$ cat config.mk
export PLATFORM = sky130hd
export DESIGN_NAME = gf_mult_seq_flat
export DESIGN_NICKNAME = d
export VERILOG_FILES = /design/src/rtl/gf_mult_seq_pkg.sv /design/src/rtl/gf_mult_seq_if.sv /design/src/rtl/gf_mult_seq_xtime.sv /design/src/rtl/gf_mult_seq.sv /design/src/flat_wrapper.sv
export SDC_FILE = /design/constraint.sdc
export NUM_CORES = 1
export LEC_CHECK = 0
export BUFFER_PORTS_ARGS = -buffer_cell sky130_fd_sc_hd__buf_2
export CAP_MARGIN = 20
export CORE_MARGIN = 2
export CORE_UTILIZATION = 25
export CTS_CLUSTER_SIZE = 12
export DETAILED_ROUTE_END_ITERATION = 10
export SLEW_MARGIN = 20
export SYNTH_ARGS = -nofsm -noshare
export SYNTH_HDL_FRONTEND = slang
export SYNTH_SLANG_ARGS = --single-unit
$ cat constraint.sdc
create_clock -name clk -period 2.5 [get_ports clk]
set_input_delay 0.375 -clock clk [delete_from_list [all_inputs] [get_ports clk]]
set_output_delay 0.375 -clock clk [all_outputs]
set_load 0.05 [all_outputs]
$ cat src/rtl/gf_mult_seq_pkg.sv
// Shared types and constants for the digit-serial GF(2^WIDTH) multiplier.
package gf_pkg;

    localparam logic [7:0] AES_POLY = 8'h1B;

    typedef enum logic [1:0] {
        IDLE = 2'd0,
        BUSY = 2'd1,
        DONE = 2'd2
    } gf_mult_state_t;

    function automatic bit digit_divides(input int unsigned width, input int unsigned digit);
        return (digit != 0) && (digit <= width) && ((width % digit) == 0);
    endfunction

endpackage

$ cat src/rtl/gf_mult_seq_if.sv
// Operand/result handshake bundle for gf_mult_seq; in_poly exists only with GF_MULT_POLY_PORT_EN.
interface gf_mult_seq_if #(
    parameter int unsigned WIDTH = 8
);
    logic             in_valid;
    logic             in_ready;
    logic [WIDTH-1:0] in_a;
    logic [WIDTH-1:0] in_b;
`ifdef GF_MULT_POLY_PORT_EN
    logic [WIDTH-1:0] in_poly;
`endif
    logic             out_valid;
    logic             out_ready;
    logic [WIDTH-1:0] out_p;

`ifdef GF_MULT_POLY_PORT_EN
    modport master (
        output in_valid, in_a, in_b, in_poly, out_ready,
        input  in_ready, out_valid, out_p
    );
    modport slave (
        input  in_valid, in_a, in_b, in_poly, out_ready,
        output in_ready, out_valid, out_p
    );
`else
    modport master (
        output in_valid, in_a, in_b, out_ready,
        input  in_ready, out_valid, out_p
    );
    modport slave (
        input  in_valid, in_a, in_b, out_ready,
        output in_ready, out_valid, out_p
    );
`endif
endinterface

$ cat src/rtl/gf_mult_seq_xtime.sv
// Multiply-by-x in GF(2^WIDTH): shift left, fold the dropped top bit back through the polynomial.
module gf_xtime #(
    parameter int unsigned WIDTH = 8
) (
    input  logic [WIDTH-1:0] v_i,
    input  logic [WIDTH-1:0] poly_i,
    output logic [WIDTH-1:0] v_o
);

    // Single xtime step
    always_comb begin
        v_o = {v_i[WIDTH-2:0], 1'b0} ^ (v_i[WIDTH-1] ? poly_i : {WIDTH{1'b0}});
    end

endmodule

$ cat src/rtl/gf_mult_seq.sv
// Digit-serial MSB-first Horner GF(2^WIDTH) multiplier with valid/ready on both sides.
// Define GF_MULT_POLY_PORT_EN to take the reduction polynomial from the bus per operation.
module gf_mult_seq
    import gf_pkg::*;
#(
    parameter int unsigned      WIDTH = 8,
    parameter logic [WIDTH-1:0] POLY  = WIDTH'(AES_POLY),
    parameter int unsigned      DIGIT = 1
) (
    input  logic         clk,
    input  logic         rst_n,
    gf_mult_seq_if.slave bus
);

    localparam int unsigned STEPS = WIDTH / DIGIT;
    localparam int unsigned CNT_W = $clog2(STEPS + 1);

    if (!digit_divides(WIDTH, DIGIT)) begin : g_bad_digit
        $error("gf_mult_seq: DIGIT must divide WIDTH");
    end

    gf_mult_state_t   state_q, state_d;
    logic [WIDTH-1:0] acc_q, acc_d;
    logic [WIDTH-1:0] a_sh_q, a_sh_d;
    logic [WIDTH-1:0] b_q, b_d;
    logic [CNT_W-1:0] cnt_q, cnt_d;
    logic [WIDTH-1:0] out_p_q, out_p_d;
    logic             in_ready_q, in_ready_d;
    logic             out_valid_q, out_valid_d;
    logic [WIDTH-1:0] poly_s;
    logic [WIDTH-1:0] horner_s;

`ifdef GF_MULT_POLY_PORT_EN
    logic [WIDTH-1:0] poly_q, poly_d;
    assign poly_s = poly_q;
`else
    assign poly_s = POLY;
`endif

    // Horner chain: stage g consumes multiplier bit WIDTH-1-g of the current digit
    for (genvar g = 0; g < DIGIT; g++) begin : g_step
        logic [WIDTH-1:0] acc_in_s;
        logic [WIDTH-1:0] xt_s;
        logic [WIDTH-1:0] acc_s;
        if (g == 0) begin : g_first
            assign acc_in_s = acc_q;
        end else begin : g_next
            assign acc_in_s = g_step[g-1].acc_s;
        end
        gf_xtime #(.WIDTH(WIDTH)) u_xtime (
            .v_i    (acc_in_s),
            .poly_i (poly_s),
            .v_o    (xt_s)
        );
        assign acc_s = xt_s ^ (a_sh_q[WIDTH-1-g] ? b_q : {WIDTH{1'b0}});
    end

    assign horner_s = g_step[DIGIT-1].acc_s;

    // Next-state and datapath update
    always_comb begin
        state_d = state_q;
        acc_d   = acc_q;
        a_sh_d  = a_sh_q;
        b_d     = b_q;
        cnt_d   = cnt_q;
        out_p_d = out_p_q;
`ifdef GF_MULT_POLY_PORT_EN
        poly_d  = poly_q;
`endif
        case (state_q)
            IDLE: begin
                if (bus.in_valid && in_ready_q) begin
                    a_sh_d  = bus.in_a;
                    b_d     = bus.in_b;
                    acc_d   = {WIDTH{1'b0}};
                    cnt_d   = CNT_W'(STEPS);
`ifdef GF_MULT_POLY_PORT_EN
                    poly_d  = bus.in_poly;
`endif
                    state_d = BUSY;
                end else begin
                    state_d = IDLE;
                end
            end
            BUSY: begin
                acc_d  = horner_s;
                a_sh_d = a_sh_q << DIGIT;
                cnt_d  = cnt_q - CNT_W'(1);
                if (cnt_q == CNT_W'(1)) begin
                    out_p_d = horner_s;
                    state_d = DONE;
                end else begin
                    state_d = BUSY;
                end
            end
            DONE: begin
                if (bus.out_ready) begin
                    state_d = IDLE;
                end else begin
                    state_d = DONE;
                end
            end
            default: begin
                state_d = IDLE;
            end
        endcase
        in_ready_d  = (state_d == IDLE);
        out_valid_d = (state_d == DONE);
    end

    // State and datapath registers, synchronous active-low reset
    always_ff @(posedge clk) begin
        if (!rst_n) begin
            state_q     <= IDLE;
            acc_q       <= {WIDTH{1'b0}};
            a_sh_q      <= {WIDTH{1'b0}};
            b_q         <= {WIDTH{1'b0}};
            cnt_q       <= {CNT_W{1'b0}};
            out_p_q     <= {WIDTH{1'b0}};
            in_ready_q  <= 1'b1;
            out_valid_q <= 1'b0;
`ifdef GF_MULT_POLY_PORT_EN
            poly_q      <= POLY;
`endif
        end else begin
            state_q     <= state_d;
            acc_q       <= acc_d;
            a_sh_q      <= a_sh_d;
            b_q         <= b_d;
            cnt_q       <= cnt_d;
            out_p_q     <= out_p_d;
            in_ready_q  <= in_ready_d;
            out_valid_q <= out_valid_d;
`ifdef GF_MULT_POLY_PORT_EN
            poly_q      <= poly_d;
`endif
        end
    end

    assign bus.in_ready  = in_ready_q;
    assign bus.out_valid = out_valid_q;
    assign bus.out_p     = out_p_q;

endmodule

$ cat src/flat_wrapper.sv
// flat-port wrapper written by rule: the top's interface ports become plain ports
module gf_mult_seq_flat import gf_pkg::*;
#(
    parameter int unsigned      WIDTH = 8,
    parameter logic [WIDTH-1:0] POLY  = WIDTH'(AES_POLY),
    parameter int unsigned      DIGIT = 1
)
  (clk, rst_n, bus_in_valid, bus_in_a, bus_in_b, bus_out_ready, bus_in_ready, bus_out_valid, bus_out_p);
  gf_mult_seq_if #(.WIDTH(WIDTH)) bus_i ();
  input  logic clk;
  input  logic rst_n;
  input wire logic [$bits(bus_i.in_valid)-1:0] bus_in_valid;
  input wire logic [$bits(bus_i.in_a)-1:0] bus_in_a;
  input wire logic [$bits(bus_i.in_b)-1:0] bus_in_b;
  input wire logic [$bits(bus_i.out_ready)-1:0] bus_out_ready;
  output wire logic [$bits(bus_i.in_ready)-1:0] bus_in_ready;
  output wire logic [$bits(bus_i.out_valid)-1:0] bus_out_valid;
  output wire logic [$bits(bus_i.out_p)-1:0] bus_out_p;
  assign bus_i.in_valid = bus_in_valid;
  assign bus_i.in_a = bus_in_a;
  assign bus_i.in_b = bus_in_b;
  assign bus_i.out_ready = bus_out_ready;
  assign bus_in_ready = bus_i.in_ready;
  assign bus_out_valid = bus_i.out_valid;
  assign bus_out_p = bus_i.out_p;
  gf_mult_seq #(.WIDTH(WIDTH), .POLY(POLY), .DIGIT(DIGIT)) u_core (.clk(clk), .rst_n(rst_n), .bus(bus_i));
endmodule
==> results.toml <==
[outcome]
status = "completed"

[die]
initial_core_util_pct = 25.5
fp.dieW_um = 89.4
die_area_um2 = 7990
die_height_um = 89.4
core_area_um2 = 7140
num_rows = 31
top_level_ports = 30

[setup_path]
crit_slowest_cell = "nand2b_1"
critPathMaxStageDelay_ps = 670
crit_buf_inv = 0
arrival_ps = 1750
critPathLaunchType = "register"
crit_path_start = "u_core.state_q[1]"
r2r_start = "u_core.state_q[1]"
endpoint_kind = "register"
worst-setup-path-type = "register to register"
cp.required_ps = 2720
path_max_fanout = 19
crit_chain = "nand2b_1, nand3_1, a31oi_1"
critical-path-top-delay-family = "simple AND/OR/NAND/NOR gates"

[yosys]
syn-num-nets = 225
synth.avg_cell_area_um2 = 8.98
synth_warnings = 0
synth_cell_type_count = 35
ys_ff_latch = 40
synth_cells = 203
yosysSeqAreaShare_pct = 43.9
netlist_area_um2 = 1820

[final_layout]
fin_nets = 248
instances_no_fill = 326
syn_to_final_growth_pct = 15.2
diodes = 0
num-fill-cells = 784
drive_gt1_share_pct = 19.4

[clock_tree]
cts_tree = "built"
cts_made_buffers = 5
cts_root_buffer = "clkbuf_8"
cts.clk_slew.worst_paths_ps = 80
cts.sinks = 40
postCtsSetupBuffers = 0
cts_buffer_depth = 2
cts_resized = 0
h-tree-depth = 2
cts_hold_buf = 0
clk_latency_ps = 290

[global_routing]
grt_start_max_net_pins = 34
grt_pass1_vias = 1443
antenna_found_initial = 0
grt_pass1_wl_um = 6640
grtUsageTotal_pct = 10.5
grt_overflow = 0

[detailed_routing]
viasPerCell = 4.63
ant_nets = 0
via_count = 1509
firstDrtPassIters = 4
first_iter_violations = 78
wl_per_cell_um = 12.1
remaining_drc_errors = 0
routed_wirelength_um = 3960

[power_and_ir_drop]
p_per_area_nw_per_um2 = 685
peakVddDrop_mv = 0.209
p_leak_nw = 0.752
power_mw = 1.44

[sta]
setup_violations = 0
rsz0062_at_grt = "no"
finClkSkew_ps = 6.90
slew_viol_final = 0
max_slew_margin_pct = 47.5
fin_ws_ps = 966
hold_violations = 0
min_period_over_period_pct = 61.4
tightest_slew_ps = 788
tns_ps = 0
holdWs_ps = 326
max_freq_mhz = 652
fin_crit_ps = 1530

[worst_hold_path]
hold_class = "primary input to register"
worstHoldStart = "bus_in_b[2]"

[placed_design]
dp_cells = 318
finalWeightedCongestion = 0.754
hpwl_um = 2720
pre_cts_ws_ps = 967
io_buffers = 29

[run]
cap_viol_max_count = 0
==> synth_stat cells <==
master	n	area, um2
nand3b_1	3	22.5
nor4b_1	1	8.76
ha_1	2	25.0
a31oi_1	3	18.8
and3b_1	5	43.8
buf_2	4	20.0
a21boi_0	5	37.5
xnor2_1	6	52.6
a21oi_1	28	140
buf_4	4	30.0
nand4_1	3	18.8
a211oi_1	6	45.0
o21ai_0	5	25.0
a311oi_1	1	8.76
o31ai_4	1	21.3
nor2_1	6	22.5
dfxtp_1	40	801
nand2b_1	2	12.5
and4bb_1	1	12.5
o22ai_1	3	18.8
nor2b_4	1	13.8
nand4bb_1	1	11.3
buf_1	1	3.75
nand2_1	24	90.1
a211oi_2	1	12.5
nor3b_1	1	7.51
clkbuf_1	2	7.51
o21a_1	4	30.0
nand3_1	19	95.1
nor3b_4	1	18.8
inv_1	4	15.0
and2_1	1	6.26
and3_1	1	6.26
buf_6	6	67.6
a22oi_1	7	52.6
==> stage by stage <==
| step | util (%) | area, um2 |
|---|---|---|
| floorplan | - | 1820 |
| global placement | 27.9 | 1990 |
| detailed placement | 27.9 | 1990 |
| CTS | 29.4 | 2100 |
| global route | 29.4 | 2100 |
| finish | 29.4 | 2100 |
==> power by group <==
| group | total [mW] | internal (mW) | leakage [nW] | switching, mW |
|---|---|---|---|---|
| logic | 0.215 | 0.0782 | 0.371 | 0.137 |
| registers | 0.709 | 0.675 | 0.326 | 0.0333 |
| clock network | 0.516 | 0.296 | 0.0552 | 0.220 |
| total | 1.44 | 1.05 | 0.752 | 0.390 |
==> worst register-to-register path: stages, from the launching register on <==
cell and delay (ps):
dfxtp_1 460, nand2b_1 670, nand3_1 150, a31oi_1 190
==> cells by family after synthesis <==
logic type	share of synthesized area, %
fa+ha+maj	1.37
compound gates	22.5
simple gates	21.4
buf+inv	7.89
flops	43.9
xor+xnor	2.88
==> final timing paths <==
check | endpoint | slack, ps | cells after the start
max | u_core.acc_q[3] | 970 | 3
min | u_core.b_q[2] | 330 | 3
max reg2reg | u_core.acc_q[3] | 970 | 3
min reg2reg | u_core.bus.out_p[1] | 470 | 2
==> flip-flops by register name, indices dropped and copies added (netlist names) <==
register / cells
u_core.acc_q: 8
u_core.state_q: 2
u_core.cnt_q: 4
u_core.a_sh_q: 8
u_core.bus.in_ready: 1
u_core.b_q: 8
u_core.bus.out_p: 8
u_core.bus.out_valid: 1
==> layout make-up <==
class,count,area (um2),area share [%]
timing repair buffer,33,175,8.34
clock buffer,6,72.6,3.45
sequential,40,801,38.1
multi-input combinational,142,878,41.8
tap,99,124,5.90
inverter,4,15.0,0.715
clock inverter,2,35.0,1.67
==> per-layer routing <==
layer	track usage, %	up-vias	share of wire [%]
met3	2.03	5	4.3
met5	0	-	0
met1	13.8	706	49
met2	17.4	31	46
li1	-	767	-
met4	3.26	0	1.3
==> placed cells by master (no fill, tap or decap), types with 2 or more instances in the layout <==
| cell | synthesis | routed |
|---|---|---|
| dfxtp_1 | 40 | 40 |
| buf_2 | 4 | 29 |
| a21oi_1 | 28 | 28 |
| nand2_1 | 24 | 24 |
| nand3_1 | 19 | 19 |
| a22oi_1 | 7 | 7 |
| xnor2_1 | 6 | 6 |
| nor2_1 | 6 | 6 |
| a211oi_1 | 6 | 6 |
| a21boi_0 | 5 | 5 |
| and3b_1 | 5 | 5 |
| o21ai_0 | 5 | 5 |
| clkbuf_8 | 0 | 5 |
| inv_1 | 4 | 4 |
| o21a_1 | 4 | 4 |
| buf_4 | 4 | 4 |
| o22ai_1 | 3 | 3 |
| nand3b_1 | 3 | 3 |
| nand4_1 | 3 | 3 |
| a31oi_1 | 3 | 3 |
| nand2b_1 | 2 | 2 |
| ha_1 | 2 | 2 |
No activity file was read; power rests on OpenSTA's default activity.
